<file path="src/rtl/cpu_ctrl_pkg.sv">
// Shared encodings for the hard-wired control sequencer: states, opcodes,
// function selects, mux selects and the packed control word.
package cpu_ctrl_pkg;

    typedef enum logic [2:0] {
        S_RST  = 3'd0,
        S_F0   = 3'd1,
        S_F1   = 3'd2,
        S_EX   = 3'd3,
        S_HALT = 3'd4
    } state_t;

    localparam logic [5:0] OP_BRA  = 6'h00;
    localparam logic [5:0] OP_BNE  = 6'h01;
    localparam logic [5:0] OP_BEQ  = 6'h02;
    localparam logic [5:0] OP_LD   = 6'h03;
    localparam logic [5:0] OP_ST   = 6'h04;
    localparam logic [5:0] OP_MOVL = 6'h05;
    localparam logic [5:0] OP_MOV  = 6'h06;
    localparam logic [5:0] OP_ADD  = 6'h07;
    localparam logic [5:0] OP_SUB  = 6'h08;
    localparam logic [5:0] OP_AND  = 6'h09;
    localparam logic [5:0] OP_ORR  = 6'h0A;
    localparam logic [5:0] OP_XOR  = 6'h0B;
    localparam logic [5:0] OP_HLT  = 6'h0C;

    localparam logic [4:0] ALU_PASS_A = 5'b10000;
    localparam logic [4:0] ALU_ADD    = 5'b10100;
    localparam logic [4:0] ALU_SUB    = 5'b10110;
    localparam logic [4:0] ALU_AND    = 5'b10111;
    localparam logic [4:0] ALU_OR     = 5'b11000;
    localparam logic [4:0] ALU_XOR    = 5'b11001;

    localparam logic [2:0] RF_FUN_LOAD   = 3'b010;
    localparam logic [2:0] RF_FUN_CLEAR  = 3'b011;
    localparam logic [2:0] ARF_FUN_INC   = 3'b001;
    localparam logic [2:0] ARF_FUN_LOAD  = 3'b010;
    localparam logic [2:0] ARF_FUN_CLEAR = 3'b011;

    localparam logic [1:0] MUX_ALU  = 2'b00;
    localparam logic [1:0] MUX_OUTC = 2'b01;
    localparam logic [1:0] MUX_MEM  = 2'b10;
    localparam logic [1:0] MUX_IRL  = 2'b11;

    localparam logic [1:0] ARF_SEL_PC = 2'b00;
    localparam logic [1:0] ARF_SEL_AR = 2'b10;
    localparam logic [1:0] ARF_SEL_SP = 2'b11;

    localparam logic [3:0] RF_REGSEL_NONE  = 4'b0000;
    localparam logic [3:0] RF_REGSEL_ALL   = 4'b1111;
    localparam logic [2:0] ARF_REGSEL_NONE = 3'b000;
    localparam logic [2:0] ARF_REGSEL_PC   = 3'b100;
    localparam logic [2:0] ARF_REGSEL_ALL  = 3'b111;

    typedef struct packed {
        logic [2:0] rf_out_a_sel;
        logic [2:0] rf_out_b_sel;
        logic [2:0] rf_fun_sel;
        logic [3:0] rf_reg_sel;
        logic [3:0] rf_scr_sel;
        logic [4:0] alu_fun_sel;
        logic       alu_wf;
        logic [1:0] arf_out_c_sel;
        logic [1:0] arf_out_d_sel;
        logic [2:0] arf_fun_sel;
        logic [2:0] arf_reg_sel;
        logic       ir_lh;
        logic       ir_write;
        logic       mem_wr;
        logic       mem_cs;
        logic [1:0] mux_a_sel;
        logic [1:0] mux_b_sel;
        logic       mux_c_sel;
    } ctrl_word_t;

    // Idle word: nothing enabled, memory deselected (chip select is active-low).
    function automatic ctrl_word_t idle_word();
        ctrl_word_t w;
        w        = '0;
        w.mem_cs = 1'b1;
        return w;
    endfunction

    // R1 sits at bit 3 of RegSel, R4 at bit 0.
    function automatic logic [3:0] rf_onehot(input logic [1:0] idx);
        return 4'b1000 >> idx;
    endfunction

endpackage

</file>
<file path="src/rtl/control_sequencer_if.sv">
// Control bus between the sequencer (master) and the ALU datapath (slave),
// carrying IR/flags back from the datapath and every datapath control field.
interface control_sequencer_if;
    logic [15:0] IROut;
    logic [3:0]  FlagsOut;
    logic [2:0]  RF_OutASel;
    logic [2:0]  RF_OutBSel;
    logic [2:0]  RF_FunSel;
    logic [3:0]  RF_RegSel;
    logic [3:0]  RF_ScrSel;
    logic [4:0]  ALU_FunSel;
    logic        ALU_WF;
    logic [1:0]  ARF_OutCSel;
    logic [1:0]  ARF_OutDSel;
    logic [2:0]  ARF_FunSel;
    logic [2:0]  ARF_RegSel;
    logic        IR_LH;
    logic        IR_Write;
    logic        Mem_WR;
    logic        Mem_CS;
    logic [1:0]  MuxASel;
    logic [1:0]  MuxBSel;
    logic        MuxCSel;
    logic [2:0]  State;

    modport master (
        input  IROut, FlagsOut,
        output RF_OutASel, RF_OutBSel, RF_FunSel, RF_RegSel, RF_ScrSel,
               ALU_FunSel, ALU_WF,
               ARF_OutCSel, ARF_OutDSel, ARF_FunSel, ARF_RegSel,
               IR_LH, IR_Write, Mem_WR, Mem_CS,
               MuxASel, MuxBSel, MuxCSel, State
    );

    modport slave (
        output IROut, FlagsOut,
        input  RF_OutASel, RF_OutBSel, RF_FunSel, RF_RegSel, RF_ScrSel,
               ALU_FunSel, ALU_WF,
               ARF_OutCSel, ARF_OutDSel, ARF_FunSel, ARF_RegSel,
               IR_LH, IR_Write, Mem_WR, Mem_CS,
               MuxASel, MuxBSel, MuxCSel, State
    );
endinterface

</file>
<file path="src/rtl/instr_decoder.sv">
// Purely combinational decode of IR (and the Z flag) into the control word
// used during the execute cycle, plus a halt request for HLT.
module instr_decoder
    import cpu_ctrl_pkg::*;
(
    input  logic [15:0] ir,
    input  logic [3:0]  flags,
    output ctrl_word_t  ex_word,
    output logic        halt
);

    logic [5:0] opcode;
    logic [1:0] rsel;
    logic [2:0] dst;
    logic [1:0] src1;
    logic [1:0] src2;
    logic       zero;
    logic       branch_taken;
    logic [4:0] alu_op;
    logic       unused_bits;

    assign opcode = ir[15:10];
    assign rsel   = ir[9:8];
    assign dst    = ir[8:6];
    assign src1   = ir[4:3];
    assign src2   = ir[1:0];
    assign zero   = flags[3];

    // Only Z steers branches; the top bit of each ALU source code is implied.
    assign unused_bits = ^{flags[2:0], ir[5], ir[2]};

    assign branch_taken = (opcode == OP_BRA)
                        | ((opcode == OP_BNE) & ~zero)
                        | ((opcode == OP_BEQ) &  zero);

    always_comb begin
        alu_op = ALU_PASS_A;
        case (opcode)
            OP_ADD:  alu_op = ALU_ADD;
            OP_SUB:  alu_op = ALU_SUB;
            OP_AND:  alu_op = ALU_AND;
            OP_ORR:  alu_op = ALU_OR;
            OP_XOR:  alu_op = ALU_XOR;
            default: alu_op = ALU_PASS_A;
        endcase
    end

    always_comb begin
        ex_word = idle_word();
        halt    = 1'b0;
        case (opcode)
            OP_BRA, OP_BNE, OP_BEQ: begin
                if (branch_taken) begin
                    ex_word.mux_b_sel   = MUX_IRL;
                    ex_word.arf_fun_sel = ARF_FUN_LOAD;
                    ex_word.arf_reg_sel = ARF_REGSEL_PC;
                end
            end
            OP_LD: begin
                ex_word.arf_out_d_sel = ARF_SEL_AR;
                ex_word.mem_cs        = 1'b0;
                ex_word.mux_a_sel     = MUX_MEM;
                ex_word.rf_fun_sel    = RF_FUN_LOAD;
                ex_word.rf_reg_sel    = rf_onehot(rsel);
            end
            OP_ST: begin
                ex_word.rf_out_a_sel  = {1'b0, rsel};
                ex_word.alu_fun_sel   = ALU_PASS_A;
                ex_word.mux_c_sel     = 1'b0;
                ex_word.arf_out_d_sel = ARF_SEL_AR;
                ex_word.mem_cs        = 1'b0;
                ex_word.mem_wr        = 1'b1;
            end
            OP_MOVL: begin
                ex_word.mux_a_sel  = MUX_IRL;
                ex_word.rf_fun_sel = RF_FUN_LOAD;
                ex_word.rf_reg_sel = rf_onehot(rsel);
            end
            // MOV passes SRC1 straight through; the others also read SRC2.
            OP_MOV, OP_ADD, OP_SUB, OP_AND, OP_ORR, OP_XOR: begin
                ex_word.alu_wf       = ir[9];
                ex_word.alu_fun_sel  = alu_op;
                ex_word.rf_out_a_sel = {1'b0, src1};
                if (opcode != OP_MOV) begin
                    ex_word.rf_out_b_sel = {1'b0, src2};
                end
                ex_word.mux_a_sel = MUX_ALU;
                if (dst[2]) begin
                    ex_word.rf_fun_sel = RF_FUN_LOAD;
                    ex_word.rf_reg_sel = rf_onehot(dst[1:0]);
                end
            end
            OP_HLT: begin
                halt = 1'b1;
            end
            default: begin
                halt = 1'b0;
            end
        endcase
    end

endmodule

</file>
<file path="src/rtl/control_sequencer.sv">
// Hard-wired control unit: RST -> F0 -> F1 -> EX loop with a terminal HALT,
// fetching each instruction as low byte then high byte.
module control_sequencer
    import cpu_ctrl_pkg::*;
(
    input  logic                 Clock,
    input  logic                 Reset,
    control_sequencer_if.master  bus
);

    state_t     state;
    state_t     next_state;
    ctrl_word_t ex_word;
    ctrl_word_t cw;
    logic       halt_req;

    instr_decoder u_decoder (
        .ir      (bus.IROut),
        .flags   (bus.FlagsOut),
        .ex_word (ex_word),
        .halt    (halt_req)
    );

    always_ff @(posedge Clock or posedge Reset) begin
        if (Reset) begin
            state <= S_RST;
        end else begin
            state <= next_state;
        end
    end

    // Fetch reads memory at PC and bumps PC once per byte, so PC moves by 2.
    always_comb begin
        next_state = state;
        cw         = idle_word();
        case (state)
            S_RST: begin
                cw.arf_fun_sel = ARF_FUN_CLEAR;
                cw.arf_reg_sel = ARF_REGSEL_ALL;
                cw.rf_fun_sel  = RF_FUN_CLEAR;
                cw.rf_reg_sel  = RF_REGSEL_ALL;
                next_state     = S_F0;
            end
            S_F0, S_F1: begin
                cw.arf_out_d_sel = ARF_SEL_PC;
                cw.mem_cs        = 1'b0;
                cw.ir_write      = 1'b1;
                cw.ir_lh         = (state == S_F1);
                cw.arf_fun_sel   = ARF_FUN_INC;
                cw.arf_reg_sel   = ARF_REGSEL_PC;
                next_state       = (state == S_F0) ? S_F1 : S_EX;
            end
            S_EX: begin
                cw         = ex_word;
                next_state = halt_req ? S_HALT : S_F0;
            end
            S_HALT: begin
                next_state = S_HALT;
            end
            default: begin
                next_state = S_RST;
            end
        endcase
    end

    assign bus.RF_OutASel  = cw.rf_out_a_sel;
    assign bus.RF_OutBSel  = cw.rf_out_b_sel;
    assign bus.RF_FunSel   = cw.rf_fun_sel;
    assign bus.RF_RegSel   = cw.rf_reg_sel;
    assign bus.RF_ScrSel   = cw.rf_scr_sel;
    assign bus.ALU_FunSel  = cw.alu_fun_sel;
    assign bus.ALU_WF      = cw.alu_wf;
    assign bus.ARF_OutCSel = cw.arf_out_c_sel;
    assign bus.ARF_OutDSel = cw.arf_out_d_sel;
    assign bus.ARF_FunSel  = cw.arf_fun_sel;
    assign bus.ARF_RegSel  = cw.arf_reg_sel;
    assign bus.IR_LH       = cw.ir_lh;
    assign bus.IR_Write    = cw.ir_write;
    assign bus.Mem_WR      = cw.mem_wr;
    assign bus.Mem_CS      = cw.mem_cs;
    assign bus.MuxASel     = cw.mux_a_sel;
    assign bus.MuxBSel     = cw.mux_b_sel;
    assign bus.MuxCSel     = cw.mux_c_sel;
    assign bus.State       = state;

endmodule
</file>
<file path="src/flat_wrapper.sv">
// flat-port wrapper written by rule: the top's interface ports become plain ports
module control_sequencer_flat import cpu_ctrl_pkg::*;
  (Clock, Reset, bus_IROut, bus_FlagsOut, bus_RF_OutASel, bus_RF_OutBSel, bus_RF_FunSel, bus_RF_RegSel, bus_RF_ScrSel, bus_ALU_FunSel, bus_ALU_WF, bus_ARF_OutCSel, bus_ARF_OutDSel, bus_ARF_FunSel, bus_ARF_RegSel, bus_IR_LH, bus_IR_Write, bus_Mem_WR, bus_Mem_CS, bus_MuxASel, bus_MuxBSel, bus_MuxCSel, bus_State);
  control_sequencer_if bus_i ();
  input  logic Clock;
  input  logic Reset;
  input wire logic [$bits(bus_i.IROut)-1:0] bus_IROut;
  input wire logic [$bits(bus_i.FlagsOut)-1:0] bus_FlagsOut;
  output wire logic [$bits(bus_i.RF_OutASel)-1:0] bus_RF_OutASel;
  output wire logic [$bits(bus_i.RF_OutBSel)-1:0] bus_RF_OutBSel;
  output wire logic [$bits(bus_i.RF_FunSel)-1:0] bus_RF_FunSel;
  output wire logic [$bits(bus_i.RF_RegSel)-1:0] bus_RF_RegSel;
  output wire logic [$bits(bus_i.RF_ScrSel)-1:0] bus_RF_ScrSel;
  output wire logic [$bits(bus_i.ALU_FunSel)-1:0] bus_ALU_FunSel;
  output wire logic [$bits(bus_i.ALU_WF)-1:0] bus_ALU_WF;
  output wire logic [$bits(bus_i.ARF_OutCSel)-1:0] bus_ARF_OutCSel;
  output wire logic [$bits(bus_i.ARF_OutDSel)-1:0] bus_ARF_OutDSel;
  output wire logic [$bits(bus_i.ARF_FunSel)-1:0] bus_ARF_FunSel;
  output wire logic [$bits(bus_i.ARF_RegSel)-1:0] bus_ARF_RegSel;
  output wire logic [$bits(bus_i.IR_LH)-1:0] bus_IR_LH;
  output wire logic [$bits(bus_i.IR_Write)-1:0] bus_IR_Write;
  output wire logic [$bits(bus_i.Mem_WR)-1:0] bus_Mem_WR;
  output wire logic [$bits(bus_i.Mem_CS)-1:0] bus_Mem_CS;
  output wire logic [$bits(bus_i.MuxASel)-1:0] bus_MuxASel;
  output wire logic [$bits(bus_i.MuxBSel)-1:0] bus_MuxBSel;
  output wire logic [$bits(bus_i.MuxCSel)-1:0] bus_MuxCSel;
  output wire logic [$bits(bus_i.State)-1:0] bus_State;
  assign bus_i.IROut = bus_IROut;
  assign bus_i.FlagsOut = bus_FlagsOut;
  assign bus_RF_OutASel = bus_i.RF_OutASel;
  assign bus_RF_OutBSel = bus_i.RF_OutBSel;
  assign bus_RF_FunSel = bus_i.RF_FunSel;
  assign bus_RF_RegSel = bus_i.RF_RegSel;
  assign bus_RF_ScrSel = bus_i.RF_ScrSel;
  assign bus_ALU_FunSel = bus_i.ALU_FunSel;
  assign bus_ALU_WF = bus_i.ALU_WF;
  assign bus_ARF_OutCSel = bus_i.ARF_OutCSel;
  assign bus_ARF_OutDSel = bus_i.ARF_OutDSel;
  assign bus_ARF_FunSel = bus_i.ARF_FunSel;
  assign bus_ARF_RegSel = bus_i.ARF_RegSel;
  assign bus_IR_LH = bus_i.IR_LH;
  assign bus_IR_Write = bus_i.IR_Write;
  assign bus_Mem_WR = bus_i.Mem_WR;
  assign bus_Mem_CS = bus_i.Mem_CS;
  assign bus_MuxASel = bus_i.MuxASel;
  assign bus_MuxBSel = bus_i.MuxBSel;
  assign bus_MuxCSel = bus_i.MuxCSel;
  assign bus_State = bus_i.State;
  control_sequencer u_core (.Clock(Clock), .Reset(Reset), .bus(bus_i));
endmodule
</file>
<file path="config.mk">
export PLATFORM = sky130hd
export DESIGN_NAME = control_sequencer_flat
export DESIGN_NICKNAME = d
export VERILOG_FILES = /design/src/rtl/cpu_ctrl_pkg.sv /design/src/rtl/control_sequencer_if.sv /design/src/rtl/instr_decoder.sv /design/src/rtl/control_sequencer.sv /design/src/flat_wrapper.sv
export SDC_FILE = /design/constraint.sdc
export NUM_CORES = 1
export LEC_CHECK = 0
export ABC_AREA = 1
export ABC_CLOCK_PERIOD_IN_PS = 1660
export BUFFER_PORTS_ARGS = -buffer_cell sky130_fd_sc_hd__buf_2
export CAP_MARGIN = 10
export CELL_PAD_IN_SITES_DETAIL_PLACEMENT = 0
export CELL_PAD_IN_SITES_GLOBAL_PLACEMENT = 1
export CORE_MARGIN = 1.5
export CORE_UTILIZATION = 27
export DETAILED_ROUTE_END_ITERATION = 10
export GPL_TIMING_DRIVEN = 0
export HOLD_SLACK_MARGIN = 0.02
export PLACE_DENSITY = 0.83
export SLEW_MARGIN = 30
export SYNTH_ARGS = -nofsm -noshare
export SYNTH_HDL_FRONTEND = slang
export SYNTH_HIERARCHICAL = 1
export SYNTH_SLANG_ARGS = --single-unit
</file>
<file path="constraint.sdc">
create_clock -name Clock -period 1.66 [get_ports Clock]
set_clock_uncertainty 0.2 [all_clocks]
set_input_delay 0.166 -clock Clock [delete_from_list [all_inputs] [get_ports Clock]]
set_output_delay 0.166 -clock Clock [all_outputs]
set_load 0.05 [all_outputs]
</file>
==> impl_metrics.toml, run 1 <==
[timing]
tns_ns = -0.00987
clock.fmax_mhz = 600
setup-violations-final = 2
worstMarginPinSlew_ns = 0.891
slew_viol_final = 0
max_slew_margin_pct = 40.4
hold_viol = 0
finalCritPeriodShare_pct = 100
rsz0062_at_grt = "true"
final.setup.worst_slack_ns = -0.00638
fin_crit_ns = 1.67

[synth]
synth_top_cells_by_area = "nand2_1, buf_4, inv_1, nor2_2, nor2_1"
synth-async-reset-ratio_pct = 100
synth-seq-cells = 3
synthCells = 208
ys_seq_area_share_pct = 6.63
synth_top_area_cell = "nand2_1"
synth_edf_count = 0
synth_commonest_cells = "nand2_1, inv_1, nor2_1, nor2_2, buf_4"
syn_avg_cell_area_um2 = 5.44
synth_warnings = 6
ys.flop_type = "dfrtp_1"
synth.most_common_cell = "nand2_1"
synth_top_area_share_pct = 15.2
synthesis.area_um2 = 1130
synthDistinctLibCells = 24

[layout]
antennaDiodeCount = 0
final_cell_area_um2 = 2050
nFillCells = 428
final_nets = 314
drive_gt1_share_pct = 53.3
fin_cells = 341
syn2layout_area_growth_pct = 80.7
largest_register_ffs = 3

[global_route]
grt_first_pass_wirelength_um = 4980
grt_pass1_vias = 1158
grt_max_degree = 11
grt_usage_pct = 13.8
antenna_found_initial = 0
grt-ovfl-total = 0

[setup_path]
worst-endpoint-arrival_ns = 1.30
timing_worst_setup_path_type = "flip-flop to output port"
cp-end-kind = "output port"
critical_path.max_fanout = 9
crit_required_ns = 1.29
cp-start-kind = "flip-flop"

[floorplanning]
die_x_um = 67.8
initial_core_util_pct = 28.1
core-area_um2 = 4030
dieArea_um2 = 4590
die_height_um = 67.8
io_pins = 67
rows = 23

[status]
violations = "negative setup slack"
status = "complete, but fails checks"

[place]
post-place-ws_ns = -0.186
io_buffer_count = 49
hpwl_um = 2260
placedCellCount = 324
dpl_cell_area_um2 = 1630
place_congestion = 0.756

[routing]
viasPerCell = 3.95
dr.pass1.iters = 4
num_vias = 1347
routed_wl_um = 3090
routedWlPerCell_um = 9.05
drc = 0
drtIter0Drc = 29
ant_nets = 0

[power]
power_frac_comb_pct = 89.3
seqPwrFrac_pct = 3.8
leakage_nw = 1.02
p_switching_mw = 1.96
p_int_mw = 1.17
vdd_ir_drop_max_mv = 0.444
swShare_pct = 62.7
power.density_nw_per_um2 = 1530
clkPwrFrac_pct = 6.9

[hold_path]
hp-class = "primary input to asynchronous set/reset pin"

[clocking]
insertion_delay_ns = 0.22
cts_max_path_buffers = 2
htreeDepth = 1
cts.clk_slew.worst_paths_ns = 0.03
clk_root_buffer_cell = "clkbuf_8"
cts_tree = "yes"
clock_sinks = 3
cts_buffers = 3

[flow_run]
max-cap-violations = 0
cell usage in the layout, fill, tap and decap left out, types with 3 or more instances in the layout:
master     n
nand4_1   10
nor3_1     5
conb_1    18
nand2_2   12
buf_12     3
nor2_4    15
nand2_1   36
dfrtp_2    3
nor2_2    19
buf_4     38
inv_2      3
nand3_2    4
buf_2     20
buf_6     15
nor2_1    19
clkbuf_8   3
inv_1     39
buf_8     10
worst paths after layout:
| path | to | from | slack (ns) | cells after the start |
|---|---|---|---|---|
| max | bus_ARF_RegSel[0] | u_core/bus.State[0]$_DFF_PP0_ | -0.006 | 5 |
| min | u_core/bus.State[1]$_DFF_PP0_ | Reset | 0.15 | 3 |
| max reg2reg | u_core/bus.State[2]$_DFF_PP0_ | u_core/bus.State[0]$_DFF_PP0_ | 0.47 | 5 |
| min reg2reg | u_core/bus.State[2]$_DFF_PP0_ | u_core/bus.State[2]$_DFF_PP0_ | 0.47 | 3 |
| max in group asynchronous | u_core/bus.State[2]$_DFF_PP0_ | Reset | 0.97 | 3 |
| min in group Clock | u_core/bus.State[0]$_DFF_PP0_ | bus_IROut[13] | 0.22 | 4 |
power by group through the flow:
stage	logic (mW)	registers, mW	clock network [mW]
floorplan	1.85	0.206	0
global placement	2.25	0.118	0
detailed placement	2.26	0.119	0
CTS	2.61	0.118	0.223
global route	2.95	0.119	0.228
finish	2.79	0.117	0.216
per-layer routing:
metal  wire [um]  track usage (%)  part of all wire [%]  up-vias
li1            -                -                     -      743
met1        1300             18.4                    42      570
met2        1620             24.0                    53       30
met3         129             1.50                   4.2        4
met4          30             2.30                  0.97        0
met5           0                0                     0        -
layout make-up:
class | instances | area (um2) | share of cell area, %
Buffer | 28 | 238 | 11.6
Clock buffer | 4 | 45.0 | 2.20
Inverter | 45 | 176 | 8.62
Multi-Input combinational cell | 150 | 893 | 43.7
Sequential cell | 3 | 78.8 | 3.85
Tap cell | 50 | 62.6 | 3.06
Timing Repair Buffer | 61 | 552 | 27.0
repair_timing:
action                                  4_1_cts  5_1_grt
cloned                                        1        0
hold buffers                                  1        0
buffers inserted                              8        3
pin swaps                                     2        5
resized for setup                            51       29
endpoints found under the hold margin         3        0
endpoints found under the setup margin       27       29
worst max-delay path, cell delays in order (launching register included):
cell	delay (ns)
dfrtp_2	0.39
buf_6	0.14
nor2_4	0.16
nand2_4	0.13
nand2_2	0.11
buf_8	0.15
per-stage QoR:
step	util (%)	total power [mW]	hold slack, ns
2_1_floorplan	-	2.06	-0.280
3_3_place_gp	40.5	2.37	-0.167
3_5_place_dp	40.5	2.38	-0.167
4_1_cts	48.3	2.95	0.148
5_1_grt	50.8	3.30	0.200
6_report	50.8	3.12	0.153
cells by family (layout without fill, tap and decap cells):
family / count (synthesis) / count (layout) / share of synthesized area (%)
flops: 3 / 3 / 6.63
other cells: 1 / 18 / 0.331
buf+inv: 73 / 138 / 33.3
compound gates: 4 / 4 / 1.88
simple gates: 127 / 128 / 57.9
(Power assumes the default switching activity.)
==> run 2, diff against run 1 <==
ABC_CLOCK_PERIOD_IN_PS = 1900   (was 1660)
clock period = 1.9 ns   (was 1.66 ns; I/O delays follow)
==> run 2 against run 1 <==
Net effect: the flow now finishes without violations; global-route usage decreased by 1.8 points; core utilization decreased by 8.4 points; largest power group unchanged; sequential share of layout area increased by 0.54 points; first-iteration DRC count decreased by 31%; via count decreased by 5.6%; non-clock buffer count shrank 11; clock power shrank 13%; critical path depth is the same; count of clock-buffer cells in the layout is the same; worst hold slack gained 0.024 ns.
==> impl_metrics.toml, run 2 (synthesized netlist as in run 1, its figures left out) <==
[place]
place_congestion = 0.809
dpl_cell_area_um2 = 1580
io_buffer_count = 49
placedCellCount = 324
hpwl_um = 2260
post-place-ws_ns = -0.00176

[global_route]
grt_pass1_vias = 1016
antenna_found_initial = 0
use_met2_pct = 19.9
grt_max_degree = 11
grt-ovfl-total = 0
grt_util_met1_pct = 16.1
busiest_layer = "met2"
grt_first_pass_wirelength_um = 4280
grt_usage_pct = 12.0
grt_use_met3_pct = 1.50

[clocking]
htreeDepth = 1
cts_tree = "yes"
clock_sinks = 3
clk_root_buffer_cell = "clkbuf_8"
cts_setup_buffers = 0
cts_max_path_buffers = 2
cts.clk_slew.worst_paths_ns = 0.03
insertion_delay_ns = 0.22
cts_buffers = 3

[layout]
syn2layout_area_growth_pct = 50.9
final_nets = 302
utilization_pct = 42.4
drive_gt1_share_pct = 45.5
layout_commonest_cell = "nand2_1"
final_cell_area_um2 = 1710
largest_register_ffs = 3
nFillCells = 463
final_cell_mix = "nand2_1, inv_1, buf_4, buf_2, nor2_1"
fin_cells = 329
antennaDiodeCount = 0

[floorplanning]
die_height_um = 67.8
die_x_um = 67.8
core-area_um2 = 4030
initial_core_util_pct = 28.1
dieArea_um2 = 4590
io_pins = 67
rows = 23

[timing]
worstMarginPinSlew_ns = 0.879
finalCritPeriodShare_pct = 94.9
rsz0062_at_grt = "false"
max_slew_margin_pct = 41.2
final.setup.worst_slack_ns = 0.0969
tns_ns = 0
clock.fmax_mhz = 555
hold_viol = 0
whs_ns = 0.177
slew_viol_final = 0
setup-violations-final = 0
fin_crit_ns = 1.80

[setup_path]
rr_worst_depth = 4
worst-endpoint-arrival_ns = 1.41
crit_chain = "inv_4, nand3_4, buf_6, nor2_4, buf_4"
rr_endpoint = "u_core/bus.State[2]$_DFF_PP0_"
cp-end-kind = "output port"
cp-start-kind = "flip-flop"
slowest_delay_ns = 0.43
critical_path.max_fanout = 10
timing_worst_setup_path_type = "flip-flop to output port"
slowest_stage = "dfrtp_1"
rr_startpoint = "u_core/bus.State[1]$_DFF_PP0_"
r2r_slack_ns = 0.69
crit_required_ns = 1.51

[power]
seqPwrFrac_pct = 4.2
p_switching_mw = 1.58
power_frac_comb_pct = 87.5
power.density_nw_per_um2 = 1320
fin_total_pwr_mw = 2.26
vdd_ir_drop_max_mv = 0.440
leakage_nw = 0.906
clkPwrFrac_pct = 8.3
p_int_mw = 0.679
swShare_pct = 69.9

[routing]
routed_wl_um = 2720
ant_nets = 0
drc = 0
dr.pass1.iters = 4
routedWlPerCell_um = 8.27
drtIter0Drc = 20
num_vias = 1272
viasPerCell = 3.87

[hold_path]
hp-class = "primary input to asynchronous set/reset pin"

[status]
status = "completed"

[flow_run]
max-cap-violations = 0
## run 2: timing repair
action,CTS,global route
setup endpoints to repair,7,21
hold buffers,1,0
hold endpoints to repair,3,0
gates resized for setup,7,27
## run 2: layer usage
layer	share of wire, %	up-vias
met3	7.2	2
met4	0.70	0
met1	48	512
met2	44	41
met5	0	-
li1	-	717
## run 2: worst max-delay path by stage
| stage | from | depth (start not counted) | end |
|---|---|---|---|
| after floorplan | u_core/bus.State[0]$_DFF_PP0_ | 3 | bus_ARF_OutDSel[1] |
| after global placement | bus_IROut[13] | 8 | bus_ARF_FunSel[1] |
| after detailed placement | bus_IROut[15] | 8 | bus_ARF_FunSel[1] |
| after CTS | u_core/bus.State[2]$_DFF_PP0_ | 5 | bus_RF_OutASel[1] |
| after global routing | u_core/bus.State[2]$_DFF_PP0_ | 5 | bus_ALU_FunSel[3] |
| final | u_core/bus.State[2]$_DFF_PP0_ | 5 | bus_ALU_FunSel[2] |
## run 2: cell type report
type / instances / area (um2) / area share [%]
Timing Repair Buffer: 50 / 305 / 17.9
Sequential cell: 3 / 75.1 / 4.39
Tap cell: 50 / 62.6 / 3.66
Multi-Input combinational cell: 149 / 830 / 48.5
Inverter: 45 / 174 / 10.2
Clock buffer: 4 / 45.0 / 2.64
Buffer: 28 / 218 / 12.7
## run 2: power groups by stage
stage | combinational [mW] | sequential, mW | clock [mW]
2_1_floorplan | 1.53 | 0.170 | 0
3_3_place_gp | 1.89 | 0.0940 | 0
3_5_place_dp | 1.90 | 0.0952 | 0
4_1_cts | 1.90 | 0.0944 | 0.191
5_1_grt | 2.11 | 0.0978 | 0.201
6_report | 1.97 | 0.0952 | 0.187
## run 2: worst max-delay path, delay by kind of cell (launching register included)
family / cells / cell delay [ns]
buffers and inverters: 3 / 0.54
flip-flops: 1 / 0.43
AND/OR/NAND/NOR: 2 / 0.22
